`config.mk`:
```
export PLATFORM = sky130hd
export DESIGN_NAME = dual_master_arbiter
export DESIGN_NICKNAME = d
export VERILOG_FILES = /design/src/rtl/bus_arb_pkg.sv /design/src/rtl/rr_picker.sv /design/src/rtl/dual_master_arbiter.sv
export SDC_FILE = /design/constraint.sdc
export NUM_CORES = 1
export LEC_CHECK = 0
export BUFFER_PORTS_ARGS = -buffer_cell sky130_fd_sc_hd__buf_2
export CAP_MARGIN = 20
export CORE_MARGIN = 3
export CORE_UTILIZATION = 45
export DETAILED_ROUTE_END_ITERATION = 8
export PLACE_DENSITY_LB_ADDON = 0.2
export RECOVER_POWER = 25
export SLEW_MARGIN = 20
export SYNTH_ARGS = -nofsm -noshare
export SYNTH_HDL_FRONTEND = slang
export SYNTH_HIERARCHICAL = 1
export SYNTH_SLANG_ARGS = --single-unit
```
`constraint.sdc`:
```
create_clock -name clk -period 3.1 [get_ports clk]
set_input_delay 0.31 -clock clk [delete_from_list [all_inputs] [get_ports clk]]
set_output_delay 0.31 -clock clk [all_outputs]
set_load 0.05 [all_outputs]
```
`src/rtl/bus_arb_pkg.sv`:
```
// Shared types for the two-master bus arbiter: FSM states, master ids,
// idle-counter width and the default idle timeout.
package bus_arb_pkg;

  typedef enum logic [1:0] {
    IDLE     = 2'd0,
    GRANT_M1 = 2'd1,
    GRANT_M2 = 2'd2,
    RELEASE  = 2'd3
  } arb_state_e;

  typedef enum logic {
    M1 = 1'b0,
    M2 = 1'b1
  } master_id_e;

  localparam int TIMEOUT_DEFAULT = 16;
  localparam int CNT_W           = 5;

  function automatic arb_state_e grant_state(input master_id_e id);
    return (id == M1) ? GRANT_M1 : GRANT_M2;
  endfunction

endpackage

```
`src/rtl/rr_picker.sv`:
```
// Two-way round-robin pick: a lone eligible master wins outright; on a tie the
// master that did not hold the last grant wins. Purely combinational.
module rr_picker (
  input  logic [1:0] elig_i,
  input  logic       last_grant_i,
  output logic       winner_o,
  output logic       valid_o
);

  always_comb begin
    valid_o  = |elig_i;
    winner_o = 1'b0;
    case (elig_i)
      2'b01:   winner_o = 1'b0;
      2'b10:   winner_o = 1'b1;
      2'b11:   winner_o = ~last_grant_i;
      default: winner_o = 1'b0;
    endcase
  end

endmodule

```
`src/rtl/dual_master_arbiter.sv`:
```
// Arbitrates two serial-bus masters onto one downstream port, with round-robin
// ties, a one-cycle release gap and revocation of tenures that never go valid.
module dual_master_arbiter
  import bus_arb_pkg::*;
#(
  parameter int TIMEOUT = TIMEOUT_DEFAULT
) (
  input  logic clk,
  input  logic rstn,

  input  logic m1_req,
  output logic m1_grant,
  input  logic m1_mode,
  input  logic m1_wr_bus,
  input  logic m1_master_valid,
  input  logic m1_master_ready,
  output logic m1_rd_bus,
  output logic m1_ack,
  output logic m1_slave_ready,
  output logic m1_slave_valid,

  input  logic m2_req,
  output logic m2_grant,
  input  logic m2_mode,
  input  logic m2_wr_bus,
  input  logic m2_master_valid,
  input  logic m2_master_ready,
  output logic m2_rd_bus,
  output logic m2_ack,
  output logic m2_slave_ready,
  output logic m2_slave_valid,

  output logic d_mode,
  output logic d_wr_bus,
  output logic d_master_valid,
  output logic d_master_ready,
  input  logic d_rd_bus,
  input  logic d_ack,
  input  logic d_slave_ready,
  input  logic d_slave_valid
);

  localparam logic [CNT_W-1:0] IDLE_LIMIT = CNT_W'(TIMEOUT - 1);

  // Per-master vectors, index 0 = M1, index 1 = M2.
  logic [1:0] req;
  logic [1:0] mode;
  logic [1:0] wr_bus;
  logic [1:0] mvalid;
  logic [1:0] mready;
  logic [1:0] grant;
  logic [1:0] rd_bus_ret;
  logic [1:0] ack_ret;
  logic [1:0] sready_ret;
  logic [1:0] svalid_ret;

  assign req    = {m2_req,          m1_req};
  assign mode   = {m2_mode,         m1_mode};
  assign wr_bus = {m2_wr_bus,       m1_wr_bus};
  assign mvalid = {m2_master_valid, m1_master_valid};
  assign mready = {m2_master_ready, m1_master_ready};

  arb_state_e             state_q, state_d;
  master_id_e             last_grant_q, last_grant_d;
  logic [CNT_W-1:0]       cnt_q, cnt_d;
  logic                   seen_q, seen_d;
  logic [1:0]             blocked_q, blocked_d;

  logic [1:0]             elig;
  logic                   pick_bit;
  logic                   pick_valid;
  master_id_e             pick_id;
  logic                   cur;

  assign elig    = req & ~blocked_q;
  assign pick_id = master_id_e'(pick_bit);
  assign cur     = (state_q == GRANT_M2);

  rr_picker u_picker (
    .elig_i       (elig),
    .last_grant_i (last_grant_q),
    .winner_o     (pick_bit),
    .valid_o      (pick_valid)
  );

  always_ff @(posedge clk or negedge rstn) begin
    if (!rstn) begin
      state_q      <= IDLE;
      last_grant_q <= M2;
      cnt_q        <= '0;
      seen_q       <= 1'b0;
      blocked_q    <= '0;
    end else begin
      state_q      <= state_d;
      last_grant_q <= last_grant_d;
      cnt_q        <= cnt_d;
      seen_q       <= seen_d;
      blocked_q    <= blocked_d;
    end
  end

  always_comb begin
    state_d      = state_q;
    last_grant_d = last_grant_q;
    cnt_d        = cnt_q;
    seen_d       = seen_q;
    // A block lasts only until the master lets go of its request.
    blocked_d    = blocked_q & req;

    case (state_q)
      IDLE, RELEASE: begin
        if (pick_valid) begin
          state_d      = grant_state(pick_id);
          last_grant_d = pick_id;
          cnt_d        = '0;
          seen_d       = 1'b0;
        end else begin
          state_d = IDLE;
        end
      end

      GRANT_M1, GRANT_M2: begin
        if (!req[cur]) begin
          state_d = RELEASE;
        end else if (!seen_q && !mvalid[cur] && (cnt_q == IDLE_LIMIT)) begin
          // Master sat on the bus without ever driving valid: revoke and
          // keep it out until it drops its request.
          state_d        = RELEASE;
          blocked_d[cur] = 1'b1;
        end else if (!seen_q) begin
          if (mvalid[cur]) begin
            seen_d = 1'b1;
          end else begin
            cnt_d = cnt_q + CNT_W'(1);
          end
        end
      end

      default: state_d = IDLE;
    endcase
  end

  assign grant[0] = (state_q == GRANT_M1);
  assign grant[1] = (state_q == GRANT_M2);

  // Grant is one-hot (or zero), so an AND-OR forms the downstream mux.
  assign d_mode         = |(grant & mode);
  assign d_wr_bus       = |(grant & wr_bus);
  assign d_master_valid = |(grant & mvalid);
  assign d_master_ready = |(grant & mready);

  for (genvar gi = 0; gi < 2; gi++) begin : g_ret
    assign rd_bus_ret[gi] = grant[gi] & d_rd_bus;
    assign ack_ret[gi]    = grant[gi] & d_ack;
    assign sready_ret[gi] = grant[gi] & d_slave_ready;
    assign svalid_ret[gi] = grant[gi] & d_slave_valid;
  end

  assign m1_grant       = grant[0];
  assign m1_rd_bus      = rd_bus_ret[0];
  assign m1_ack         = ack_ret[0];
  assign m1_slave_ready = sready_ret[0];
  assign m1_slave_valid = svalid_ret[0];

  assign m2_grant       = grant[1];
  assign m2_rd_bus      = rd_bus_ret[1];
  assign m2_ack         = ack_ret[1];
  assign m2_slave_ready = sready_ret[1];
  assign m2_slave_valid = svalid_ret[1];

endmodule

```
==> impl_metrics.ini <==
[detailed_routing]
vias_per_cell = 5.27
firstDrtPassIters = 3
wirelength_mm = 1.59
wire_per_inst_um = 13.2
drtIter0Drc = 2
drc = 0
routed-via-count = 632
ant_nets = 0

[clock_network]
cts_buffers = 3
cts_resized = 0
clock-sinks = 11
cts_tree = built
cts.clk_slew.worst_paths_ps = 70
cts_root_buffer = clkbuf_4
worstSkewPairLatency_ps = 270
cts_buffer_depth = 2
htree_levels = 1

[cells_and_area]
syn2layout_area_growth_pct = 26.5
layout_common_cells = buf_2 (28), dfrtp_1 (10), and2_1 (8), nand2_1 (8), mux2i_1 (5)
nets = 126
design_area_um2 = 913
final_layout_size_suffix_gt1_frac = 0.333
diodes = 0
final_common_cell = buf_2
final_util = 0.653

[critical_path]
worst-path-buf-inv = 1
path_cells = inv_1, ha_1, mux2_4, nor4b_4, nor3b_1, a211o_1
critical_path_class = flip-flop to flip-flop
end_kind = flip-flop
critPathMaxFanout = 14
arrival_ps = 2350
worst_path_max_delay_cell = ha_1
r2r-end = cnt_q[3]
r2r_start = state_q[0]
cpPeakStageDelay_ps = 450
startpoint_type = flip-flop
critPathTopFamily = simple AND/OR/NAND/NOR gates
r2r_cells = 6
r2r_slack_ps = 910
required_ps = 3260

[timing]
tightestPinTransition_ps = 582
setup_ws_ps = 906
hold_violations = 0
period_minus_slack_ps = 2190
rsz0062_at_grt = no
tns_ps = 0
finClkSkew_ps = 4.04
fmax_mhz = 456
setup_viol = 0
drv_slew = 0
max-slew-margin-rel = 0.612
finalCritPeriodShare = 0.708

[min_path]
hold_depth = 2
hp-class = input port to flip-flop
hold_end = blocked_q[1]
hold_start = m2_req

[global_routing]
grt_overflow = 0
grt_max_degree = 15
grt_pass1_vias = 577
grt_pass1_wl_mm = 2.40
grtUsageTotal = 0.159
antenna_found_initial = 0

[placement]
pre_cts_ws_ps = 926
dpl_cell_area_um2 = 878
io_buffers = 29
gp_congestion = 0.741
dp_hpwl_mm = 1.29

[status]
status = complete, no violations

[pwr]
clockPowerShare = 0.108
p_total_uw = 910
p_leak_nw = 0.484
switchingPower_uw = 496
sequentialPowerShare = 0.225
switching_share = 0.546
ir_drop_uv = 609
p_comb_frac = 0.667
power.density_nw_per_um2 = 996
p_int_uw = 413

[die]
ios = 30
die_h_um = 46.1
die_x_um = 46.1
core_um2 = 1400
initial_core_util = 0.516
dieArea_um2 = 2120
rows = 13

[yosys]
synthCells = 73
synth_top_area_frac = 0.347
seq_area_frac_synth = 0.383
synthTopCellsByArea = dfrtp_1 (35%), and2_1 (6.9%), ha_1 (6.9%)
synth-seq-cells = 11
async_reset_ff_frac = 1.00
ys_warn_count = 6
avgSynthCellArea_um2 = 9.89
synth_cell_type_count = 28
synth-edff-count = 0
netlist_area_um2 = 722
syn-num-nets = 93
synth_ff_type = dfrtp_1
netlist.top_cell.by_area = dfrtp_1

[run]
drv_cap = 0
## routing by layer
| layer | up-vias | track usage | share of wire |
|---|---|---|---|
| met2 | 11 | 0.247 | 0.49 |
| met1 | 293 | 0.203 | 0.46 |
| met5 | - | 0 | 0 |
| met4 | 0 | 0.0682 | 0.0063 |
| met3 | 2 | 0.0469 | 0.042 |
| li1 | 326 | - | - |
## kinds of logic after synthesis
| logic type | share of synthesized area |
|---|---|
| fa+ha+maj | 0.0693 |
| mux | 0.106 |
| buf+inv | 0.0260 |
| flops | 0.383 |
| simple gates | 0.283 |
| compound gates | 0.133 |
## metrics by stage
step           instances  hold slack [ps]
6_report             120              278
2_1_floorplan         73             14.4
3_5_place_dp         115              187
3_3_place_gp         115              187
5_1_grt              120              286
4_1_cts              120              270
## how the worst max path moves through the flow
stage	endpoint	slack (ps)	from	cells after the start
floorplan	cnt_q[3]	890	state_q[0]	6
detailed placement	cnt_q[3]	930	state_q[0]	6
global route	cnt_q[3]	750	state_q[0]	6
global placement	cnt_q[3]	990	state_q[0]	6
finish	cnt_q[3]	910	state_q[0]	6
CTS	cnt_q[3]	910	state_q[0]	6
## registers in the layout, summed over array words and instances, names as in the netlist
name,count
cnt_q,5
state_q,2
blocked_q,2
last_grant_q,1
seen_q,1
## Yosys cell counts (2+ instances only)
cell      count
clkbuf_1      2
nor2_1        3
a22o_1        4
nor3b_1       3
nor3_1        2
nor2b_1       2
inv_1         3
and2_1        8
mux2i_1       5
dfrtp_1      10
a32oi_1       2
o21a_1        3
ha_1          4
nand2_1       8
## power by group through the flow
stage          Sequential [mW]  Combinational [mW]  Clock (mW)
2_1_floorplan            0.201               0.499           0
3_3_place_gp             0.204               0.598           0
3_5_place_dp             0.206               0.608           0
4_1_cts                  0.203               0.610       0.102
5_1_grt                  0.209               0.650       0.108
6_report                 0.205               0.607      0.0984
## area by class of cell
class / count / area, um2
inverter: 3 / 11.3
fill: 121 / 485
sequential: 11 / 277
tap: 15 / 18.8
clock buffer: 4 / 26.3
timing repair buffer: 30 / 154
multi-input combinational: 57 / 427
## repair_timing
item                      CTS  global route
hold buffers                1             0
hold endpoints to repair   10             0
buffers inserted            0             0
(Power assumes the default switching activity.)
